--- config.mk ---
export PLATFORM = sky130hd
export DESIGN_NAME = ar_disp_seq
export DESIGN_NICKNAME = d
export VERILOG_FILES = /design/src/rtl/ar_pkg.sv /design/src/rtl/ar_page_timer.sv /design/src/rtl/ar_disp_seq.sv
export SDC_FILE = /design/constraint.sdc
export NUM_CORES = 1
export LEC_CHECK = 0
export CAP_MARGIN = 20
export CORE_ASPECT_RATIO = 1.4
export CORE_MARGIN = 8
export CORE_UTILIZATION = 35
export CTS_CLUSTER_SIZE = 28
export DETAILED_ROUTE_END_ITERATION = 6
export PLACE_DENSITY = 0.58
export SYNTH_ARGS = -nofsm -noshare
export SYNTH_HDL_FRONTEND = slang
export SYNTH_SLANG_ARGS = --single-unit
--- constraint.sdc ---
create_clock -name clk -period 1.82 [get_ports clk]
set_clock_uncertainty 0.05 [all_clocks]
set_input_delay 0.455 -clock clk [delete_from_list [all_inputs] [get_ports clk]]
set_output_delay 0.455 -clock clk [all_outputs]
set_load 0.005 [all_outputs]
--- src/rtl/ar_pkg.sv ---
// ar_pkg: shared widths and the display page formatter for the ARINC
// display sequencer.
//   ADR_W  : ARINC label/address width
//   DAT_W  : ARINC data field width
//   DISP_W : width of one display page (4 hex digits)
//   fmt_page() builds either the header page {adr, 0, dat[22:16]} or the
//   low page dat[15:0] of one channel.
package ar_pkg;

  localparam int ADR_W  = 8;
  localparam int DAT_W  = 23;
  localparam int DISP_W = 16;

  function automatic logic [DISP_W-1:0] fmt_page(
    input logic             low,
    input logic [ADR_W-1:0] adr,
    input logic [DAT_W-1:0] dat
  );
    logic [DISP_W-1:0] r;
    if (low) r = dat[15:0];
    else     r = {adr, 1'b0, dat[22:16]};
    return r;
  endfunction

endpackage

--- src/rtl/ar_page_timer.sv ---
// ar_page_timer: free-running page period counter.
//   clk, rst_n : clock, async active-low reset
//   EN         : count enable; while low the count is held at 0
//   CLR        : synchronous clear to 0 (manual step restarts the period)
//   TICK       : one-cycle pulse while the count sits at PAGE_TICKS-1 and
//                EN is high; the count wraps to 0 on that edge
module ar_page_timer #(
  parameter int PAGE_TICKS = 50_000_000
) (
  input  logic clk,
  input  logic rst_n,
  input  logic EN,
  input  logic CLR,
  output logic TICK
);

  localparam int CW = $clog2(PAGE_TICKS);

  logic [CW-1:0] cnt_q;
  logic          term;

  assign term = (cnt_q == CW'(PAGE_TICKS - 1));
  assign TICK = EN & term;

  // NOTE: state registers use non-blocking assignments so every flop samples
  // the pre-edge values, independent of block evaluation order.
  always_ff @(posedge clk or negedge rst_n) begin
    if (!rst_n)                 cnt_q <= '0;
    else if (CLR || !EN || term) cnt_q <= '0;
    else                        cnt_q <= cnt_q + CW'(1);
  end

endmodule

--- src/rtl/ar_disp_seq.sv ---
// ar_disp_seq: display page sequencer for NCH ARINC channels.
//   clk, rst_n : clock, async active-low reset
//   CH_ADR     : per-channel address, channel c at [8c+7:8c]
//   CH_DAT     : per-channel data, channel c at [23c+22:23c]
//   CH_STB     : per-channel capture strobe (one cycle)
//   AUTO       : level, timed page advance enabled
//   STEP       : one-cycle manual page advance (also restarts the period)
//   FREEZE     : level, strobes are dropped while high
//   DISPL      : registered contents of the current page
//   PAGE       : registered page index, 0..2*NCH-1
//   FRESH      : channel captured a word whose header page is not yet shown
module ar_disp_seq
  import ar_pkg::*;
#(
  parameter int  NCH        = 2,
  parameter int  PAGE_TICKS = 50_000_000,
  localparam int PW         = ($clog2(2 * NCH) < 1) ? 1 : $clog2(2 * NCH)
) (
  input  logic                 clk,
  input  logic                 rst_n,
  input  logic [NCH*ADR_W-1:0] CH_ADR,
  input  logic [NCH*DAT_W-1:0] CH_DAT,
  input  logic [NCH-1:0]       CH_STB,
  input  logic                 AUTO,
  input  logic                 STEP,
  input  logic                 FREEZE,
  output logic [DISP_W-1:0]    DISPL,
  output logic [PW-1:0]        PAGE,
  output logic [NCH-1:0]       FRESH
);

  localparam int NP = 2 * NCH;

  logic [ADR_W-1:0]  adr_q [NCH];
  logic [DAT_W-1:0]  dat_q [NCH];
  logic [NCH-1:0]    cap;
  logic              tick;
  logic              advance;
  logic [NCH-1:0]    fresh_d;
  logic [DISP_W-1:0] displ_d;

  ar_page_timer #(.PAGE_TICKS(PAGE_TICKS)) u_timer (
    .clk   (clk),
    .rst_n (rst_n),
    .EN    (AUTO),
    .CLR   (STEP),
    .TICK  (tick)
  );

  // Step and timer expiry in the same cycle merge into a single advance.
  assign advance = STEP | tick;
  assign cap     = CH_STB & {NCH{~FREEZE}};

  // NOTE: the snapshot array is reset because its contents are visible on
  // DISPL straight after reset; a pure storage array would not need it.
  always_ff @(posedge clk or negedge rst_n) begin
    if (!rst_n) begin
      for (int c = 0; c < NCH; c++) begin
        adr_q[c] <= '0;
        dat_q[c] <= '0;
      end
    end else begin
      for (int c = 0; c < NCH; c++) begin
        if (cap[c]) begin
          adr_q[c] <= CH_ADR[ADR_W*c +: ADR_W];
          dat_q[c] <= CH_DAT[DAT_W*c +: DAT_W];
        end
      end
    end
  end

  always_ff @(posedge clk or negedge rst_n) begin
    if (!rst_n)       PAGE <= '0;
    else if (advance) PAGE <= (PAGE == PW'(NP - 1)) ? '0 : PAGE + PW'(1);
  end

  // NOTE: every always_comb output gets a default first, so no path can
  // leave it unassigned and infer a latch.
  always_comb begin
    fresh_d = FRESH;
    displ_d = '0;
    for (int c = 0; c < NCH; c++) begin
      // A capture takes priority over the header-page clear.
      if (cap[c])                    fresh_d[c] = 1'b1;
      else if (PAGE == PW'(2 * c))   fresh_d[c] = 1'b0;

      if (PAGE == PW'(2 * c))     displ_d = fmt_page(1'b0, adr_q[c], dat_q[c]);
      if (PAGE == PW'(2 * c + 1)) displ_d = fmt_page(1'b1, adr_q[c], dat_q[c]);
    end
  end

  always_ff @(posedge clk or negedge rst_n) begin
    if (!rst_n) begin
      FRESH <= '0;
      DISPL <= '0;
    end else begin
      FRESH <= fresh_d;
      DISPL <= displ_d;
    end
  end

endmodule
# Word level (Yosys, flattened, before mapping)
# Cells that the tools add are included.
dict set report totals {
  output_inout_bits 20
  register_bits 108
  elab_cells 35
  in_bits 69
}
dict set report classes {
  bitwise_logic 4
  eq_ne 4
  addsub 2
  muxes 10
  n_reduce_logical 6
}
# op count
set op_table {}
lappend op_table {{two-way mux 16 bit} 4}
lappend op_table {{adder 26 x 1 -> 26 bit, second input constant} 1}
lappend op_table {{== test 26 bit, second input constant} 1}
lappend op_table {{two-way mux 26 bit} 1}
lappend op_table {{== test 2 bit, second input constant} 2}
lappend op_table {{two-way mux 1 bit} 4}
lappend op_table {{nonzero test 2 bit} 2}
lappend op_table {{adder 2 x 1 -> 2 bit, second input constant} 1}
lappend op_table {{AND 2 bit} 1}
lappend op_table {{== test 2 x 1 -> 1 bit, second input constant} 1}
lappend op_table {{logical NOT 2 bit} 1}
lappend op_table {{logical OR 1 bit} 2}
lappend op_table {{two-way mux 2 bit} 1}
lappend op_table {{AND 1 bit} 1}
lappend op_table {{logical NOT 1 bit} 1}
lappend op_table {{inverter 1 bit} 1}
lappend op_table {{OR 1 bit} 1}

# Logic depth before layout (Yosys ltp)
dict set report depth {
  ltp_word 5
  depth_mapped 7
  ltp_nobuf 6
}

# Hierarchy
# From an unflattened synthesis, not the netlist that was laid out.
dict set report hier_totals {
  hier_cells 403
  hier_area_um2 5293.8
}
# mod seq_area_each_um2 instances area_each_um2 cells_per_inst
set modules_own_cells {}
lappend modules_own_cells {ar_disp_seq 2052.0 1 3863.7 259}
lappend modules_own_cells {ar_page_timer 650.6 1 1430.1 144}

# Least setup slack after synthesis
# OpenSTA, ideal clock, no wires.
dict set report synth_path {
  path_type {reg-to-reg}
  start {register u_timer.cnt_q[7]}
  end {register u_timer.cnt_q[25]}
  required_time_ns 1.691
  setup_ns 0.079
  synth_period_minus_slack_ns 1.910
  path_buffers 1
  path_slack_ns -0.090
  stages_incl_launch_ff 6
  arrival_ns 1.781
  cell_sequence {dfrtp_1 > nand4_1 > or4_1 > buf_2 > or4_1 > a21oi_1}
}
dict set report synth_between {
  elab_chain_len 3
  elab_cells_between_ends 4
  cone_classes {add/sub: 1; eq/ne: 1; mux: 1; reduce/logical: 1}
}
# element line_no
set synth_rtl {}
lappend synth_rtl {{start, declared} ar_page_timer.sv:19} ;# logic [CW-1:0] cnt_q;
lappend synth_rtl {{start signal, assigned} ar_page_timer.sv:30} ;# else cnt_q <= cnt_q + CW'(1);
lappend synth_rtl {{parallel branches: the longest is 2 deep, another holds adder 26 x 1 -> 26 bit} -}
lappend synth_rtl {{two-way mux 26 bit (*)} ar_page_timer.sv:29} ;# else if (CLR || !EN || term) cnt_q <= '0;
# Every way passes the cells marked *.
# A chain may end at the register's enable or synchronous reset.

# Worst setup path in the final report
dict set report layout_path {
  start {register u_timer.cnt_q[16]}
  end {register u_timer.cnt_q[19]}
}
# The elaborated chain is that of the path after synthesis.

==> metrics list <==
- Synthesized area divided by synthesized cell count: 12.14 sq um
- Met2 Resource Use GR: between 20% and 30%
- By count the netlist is led by sky130_fd_sc_hd__dfrtp_1 (108), sky130_fd_sc_hd__mux2_2 (53), sky130_fd_sc_hd__nor2_1 (29).
- Power density relative to cell area: 1154 nW/um^2
- TritonCTS built the clock tree.
- Synthesis produced a netlist whose cell count is 387.
- In this run the critical register-to-register path is launched from u_timer.cnt_q[16].
- Die width: 113.9 um
- Top FF cell, synth: sky130_fd_sc_hd__dfrtp_1
- Crit path launch type: flop
- Rel. slew slack: 75.21%
- Summing all non-filler instances in the final layout gives an area of ~6700 sq um.
- The path class of the tightest hold or removal check is flop to flop.
- Share of post-route cells with drive strength above 1: ~30%
- Minimum setup slack in the final design: -0.1282 ns
- Library cell with the highest instance count after synthesis: sky130_fd_sc_hd__dfrtp_1
- Of the total synthesized cell area, the portion taken by AND, OR, NAND and NOR gates is 11.16%.
- The routed design has 12.71 mm of wire.
- Initial antenna violation count: 0
- The synthesized netlist devotes a little under a tenth of its cell area to compound gates.
- Later-pin clock latency in the skew report: 0.35 ns
* Maximum fanout along the worst path: 5
* Share of the clock period used by the worst path after layout: 107.0%
- Slew @ Worst Pin: 0.3719 ns
* Clock buffer depth: 2
- Standard cell core area: about 13,000 sq um
* Crit Path Category: flop to flop
- Busiest grt layer: met2
- Number of diodes: 0
- Via/cell ratio: 5.017
* Critical Path AT: 2.17 ns
- The wire-length estimate of the detail-placed layout is 9.290 mm.
* Logic depth of the worst register-to-register path: 5
* Top cells by area, synth: sky130_fd_sc_hd__dfrtp_1 (58%), sky130_fd_sc_hd__mux2_2 (13%), sky130_fd_sc_hd__o31ai_1 (3.8%), sky130_fd_sc_hd__mux2_1 (2.6%), sky130_fd_sc_hd__a221oi_1 (2.6%)
- For this run, the share of the core covered by cells in the final layout is roughly 50%.
- After synthesis the cells add up to between 4000 and 5000 sq um.
* Post-synth ARST share: 100.0%
* RSZ-0062 raised after global routing: true
* Proportion of netlist area held by the largest area contributor: 57.54%
- Count of antenna-violating nets left after detailed routing: 0
- Number of global-route vias before repair: between 4k and 5k
* Data required time of the worst path: 2.04 ns
- Routability congestion estimate: 0.7935
* Fmax: 513.3 MHz
- Met1 Track Usage GR: 16.63%
- Clock Pin Slew Worst Setup and Hold Paths: 0.07 ns
- The run finished, with violations left.
- End of the worst hold path: DISPL[13]
- Timing analysis after detailed placement gives a worst setup slack of -0.1653 ns.
- Input and output buffers added on the ports amount to 88.
- The first global-routing pass estimated 20.68 mm of wire.
- The final route contains 3,577 vias.
- For this run, the post-layout net count is ~600.
- Before antenna repair, the detailed router went through 4 iterations.
* Endpoint class of the critical path: flop
- Power Total: 7.683 mW
- Number of slew-limit violations in the final report: 0
- The share of total power dissipated in sequential elements is 39.6%.
- Compared with the post-synthesis result, the final layout area differs by 41.69%.
- Counting every net in the synthesized netlist gives 462.
* Number of enable flip-flop cells after synthesis: 0
* Endpoint of the worst register-to-register path: u_timer.cnt_q[19]
- After synthesis, the largest family of logic cells by area is multiplexers.
- Met3 Usage GRT: ~4.5%
- Switch share: 31.35%
- Height of the die: ~150 um
- Inserted Clock Buffers: 9
* Clock Sinks: between 100 and 150
- Proportion of synthesized area in mux cells: 15.34%
- After layout, the minimum clock period comes to 1.948 ns.
- In this run the register-to-register setup slack is -0.13 ns.
- Finish-stage setup viols: 16
- After detailed routing, the number of remaining DRC violations is 0.
* Number of cells on the worst hold path: 2
- For this configuration, the core starts out at a cell density of 35.42%.
- The internal portion of the total power is 5.274 mW.
- The floorplan step defined a die boundary enclosing 17,440 sq um.
- Across the run, the number of max-cap violations was 0.
- Number of rows in the core area: 50
- The synthesized netlist devotes 1.598% of its cell area to adder and majority cells.
- After global routing the overflow that remains totals 0.
* Synth Area in XOR/XNOR: 2.238%
* Sw Pwr: 2.409 mW
- Counting distinct cell types in the post-synthesis netlist gives 34.
* Failing checks: setup timing
* Clock tree root buffer cell: sky130_fd_sc_hd__clkbuf_16
- Yosys warnings: 0
- Number of design-rule violations left by the first detailed-router iteration: 169
- For this design the static power due to leakage is 2.762 nW.
* Post-synthesis sequential element count: 108
- The H-tree generated during clock tree synthesis spans 3 levels.
- Worst hold slack across all endpoints: 0.4265 ns
- Count of final hold-check violations: 0
- Post-DP Area: 6183 sq um
- Entering global routing, the biggest net connects 43 pins.
* Wire length per cell: 17.82 um
* Part of the total power dissipated in the clock network: 24.5%
* Worst Hold Launch: dat_q[13]
- Top cell type by total area after synthesis: sky130_fd_sc_hd__dfrtp_1
- Of the total power, combinational logic draws 35.9%.
- The worst-case IR drop observed on VDD is 0.5609 mV.
* Register area share after synthesis: a little under three fifths
- Global routing used 15.12% of the available tracks.
- Top-level port count: 89
layer usage:
metal  wire (um)  vias up
met2        6745       88
li1            -     1685
met4         235        0
met3         727       14
met1        4999     1790
met5           0        -
metrics by stage:
step | setup TNS (ns) | instances
2_1_floorplan | -1.179 | 387
3_3_place_gp | -1.294 | 689
3_5_place_dp | -2.616 | 689
4_1_cts | -0.6756 | 710
5_1_grt | -2.164 | 713
6_report | -0.8970 | 713
flip-flops by register name (all words and copies together) (netlist names):
signal / count
DISPL: 16
adr_q: 16
PAGE: 2
FRESH: 2
dat_q: 46
u_timer.cnt_q: 26
logic make-up (layout without fill, tap and decap cells):
logic type               after synthesis  after routing
flip-flops                           108            108
buffers and inverters                 33            177
adder cells (fa/ha/maj)                6              6
XOR/XNOR                              12             12
multiplexers                          64             64
AO/OA/AOI/OAI                         60             60
AND/OR/NAND/NOR                      104            104
worst max-delay path, stage by stage, from the launching register on:
cell and delay [ns]:
sky130_fd_sc_hd__dfrtp_1 0.41, sky130_fd_sc_hd__nand2_1 0.07, sky130_fd_sc_hd__or4_4 0.54, sky130_fd_sc_hd__buf_6 0.15, sky130_fd_sc_hd__or4_4 0.51, sky130_fd_sc_hd__a21oi_2 0.15
power groups by stage:
stage / Combinational [mW] / Sequential (mW) / Clock [mW]
2_1_floorplan: 1.02 / 3.06 / 0
3_3_place_gp: 2.60 / 3.09 / 0
3_5_place_dp: 2.63 / 3.09 / 0
4_1_cts: 2.65 / 3.05 / 1.94
5_1_grt: 3.02 / 3.10 / 2.01
6_report: 2.76 / 3.04 / 1.88
placed cells by master, fill, tap and decap left out, types with 3 or more instances in the layout:
cell type | netlist | final
sky130_fd_sc_hd__or4_4 | 0 | 6
sky130_fd_sc_hd__o31ai_2 | 0 | 6
sky130_fd_sc_hd__ha_1 | 6 | 4
sky130_fd_sc_hd__nand4_1 | 7 | 7
sky130_fd_sc_hd__dfrtp_1 | 108 | 108
sky130_fd_sc_hd__mux2_1 | 11 | 11
sky130_fd_sc_hd__xnor2_1 | 4 | 4
sky130_fd_sc_hd__buf_4 | 0 | 54
sky130_fd_sc_hd__nand2_1 | 28 | 27
sky130_fd_sc_hd__inv_1 | 9 | 9
sky130_fd_sc_hd__a221oi_1 | 14 | 12
sky130_fd_sc_hd__nand3_1 | 10 | 9
sky130_fd_sc_hd__or4_1 | 11 | 5
sky130_fd_sc_hd__o31ai_1 | 24 | 18
sky130_fd_sc_hd__xor2_1 | 8 | 8
sky130_fd_sc_hd__clkdlybuf4s50_1 | 0 | 85
sky130_fd_sc_hd__nor2_1 | 29 | 28
sky130_fd_sc_hd__clkinv_4 | 0 | 3
sky130_fd_sc_hd__clkbuf_16 | 0 | 9
sky130_fd_sc_hd__and3_1 | 4 | 4
sky130_fd_sc_hd__mux2_2 | 53 | 53
sky130_fd_sc_hd__o21ai_0 | 4 | 4
sky130_fd_sc_hd__a21oi_2 | 0 | 5
sky130_fd_sc_hd__buf_6 | 1 | 5
sky130_fd_sc_hd__buf_12 | 0 | 4
sky130_fd_sc_hd__a21oi_1 | 14 | 9
how the worst max path moves through the flow:
| stage | startpoint | to | slack, ns | depth (start not counted) |
|---|---|---|---|---|
| 2_1_floorplan | u_timer.cnt_q[0] | u_timer.cnt_q[2] | -0.06 | 6 |
| 3_5_place_dp | AUTO | PAGE[0] | -0.17 | 4 |
| 6_report | u_timer.cnt_q[16] | u_timer.cnt_q[19] | -0.13 | 5 |
| 4_1_cts | u_timer.cnt_q[13] | u_timer.cnt_q[25] | -0.1 | 5 |
| 5_1_grt | u_timer.cnt_q[11] | u_timer.cnt_q[19] | -0.16 | 5 |
| 3_3_place_gp | AUTO | PAGE[1] | -0.15 | 4 |
final cells by class:
cell class	instances	area, sq um
fillers	1244	6608
flip-flops and latches	108	2703
multi-input cells	246	1981
repair buffers	153	1430
well taps	182	227.7
clock buffers	9	225.2
clock inverters	6	55.05
inverters	9	33.78
what timing repair did:
item,CTS,global route
resized for setup,5,29
pin swaps,2,7
endpoints found under the hold margin,16,0
setup buffers,4,1
gates cloned,1,2
setup endpoints to repair,12,41
hold buffers,1,0
(Power assumes the default switching activity.)
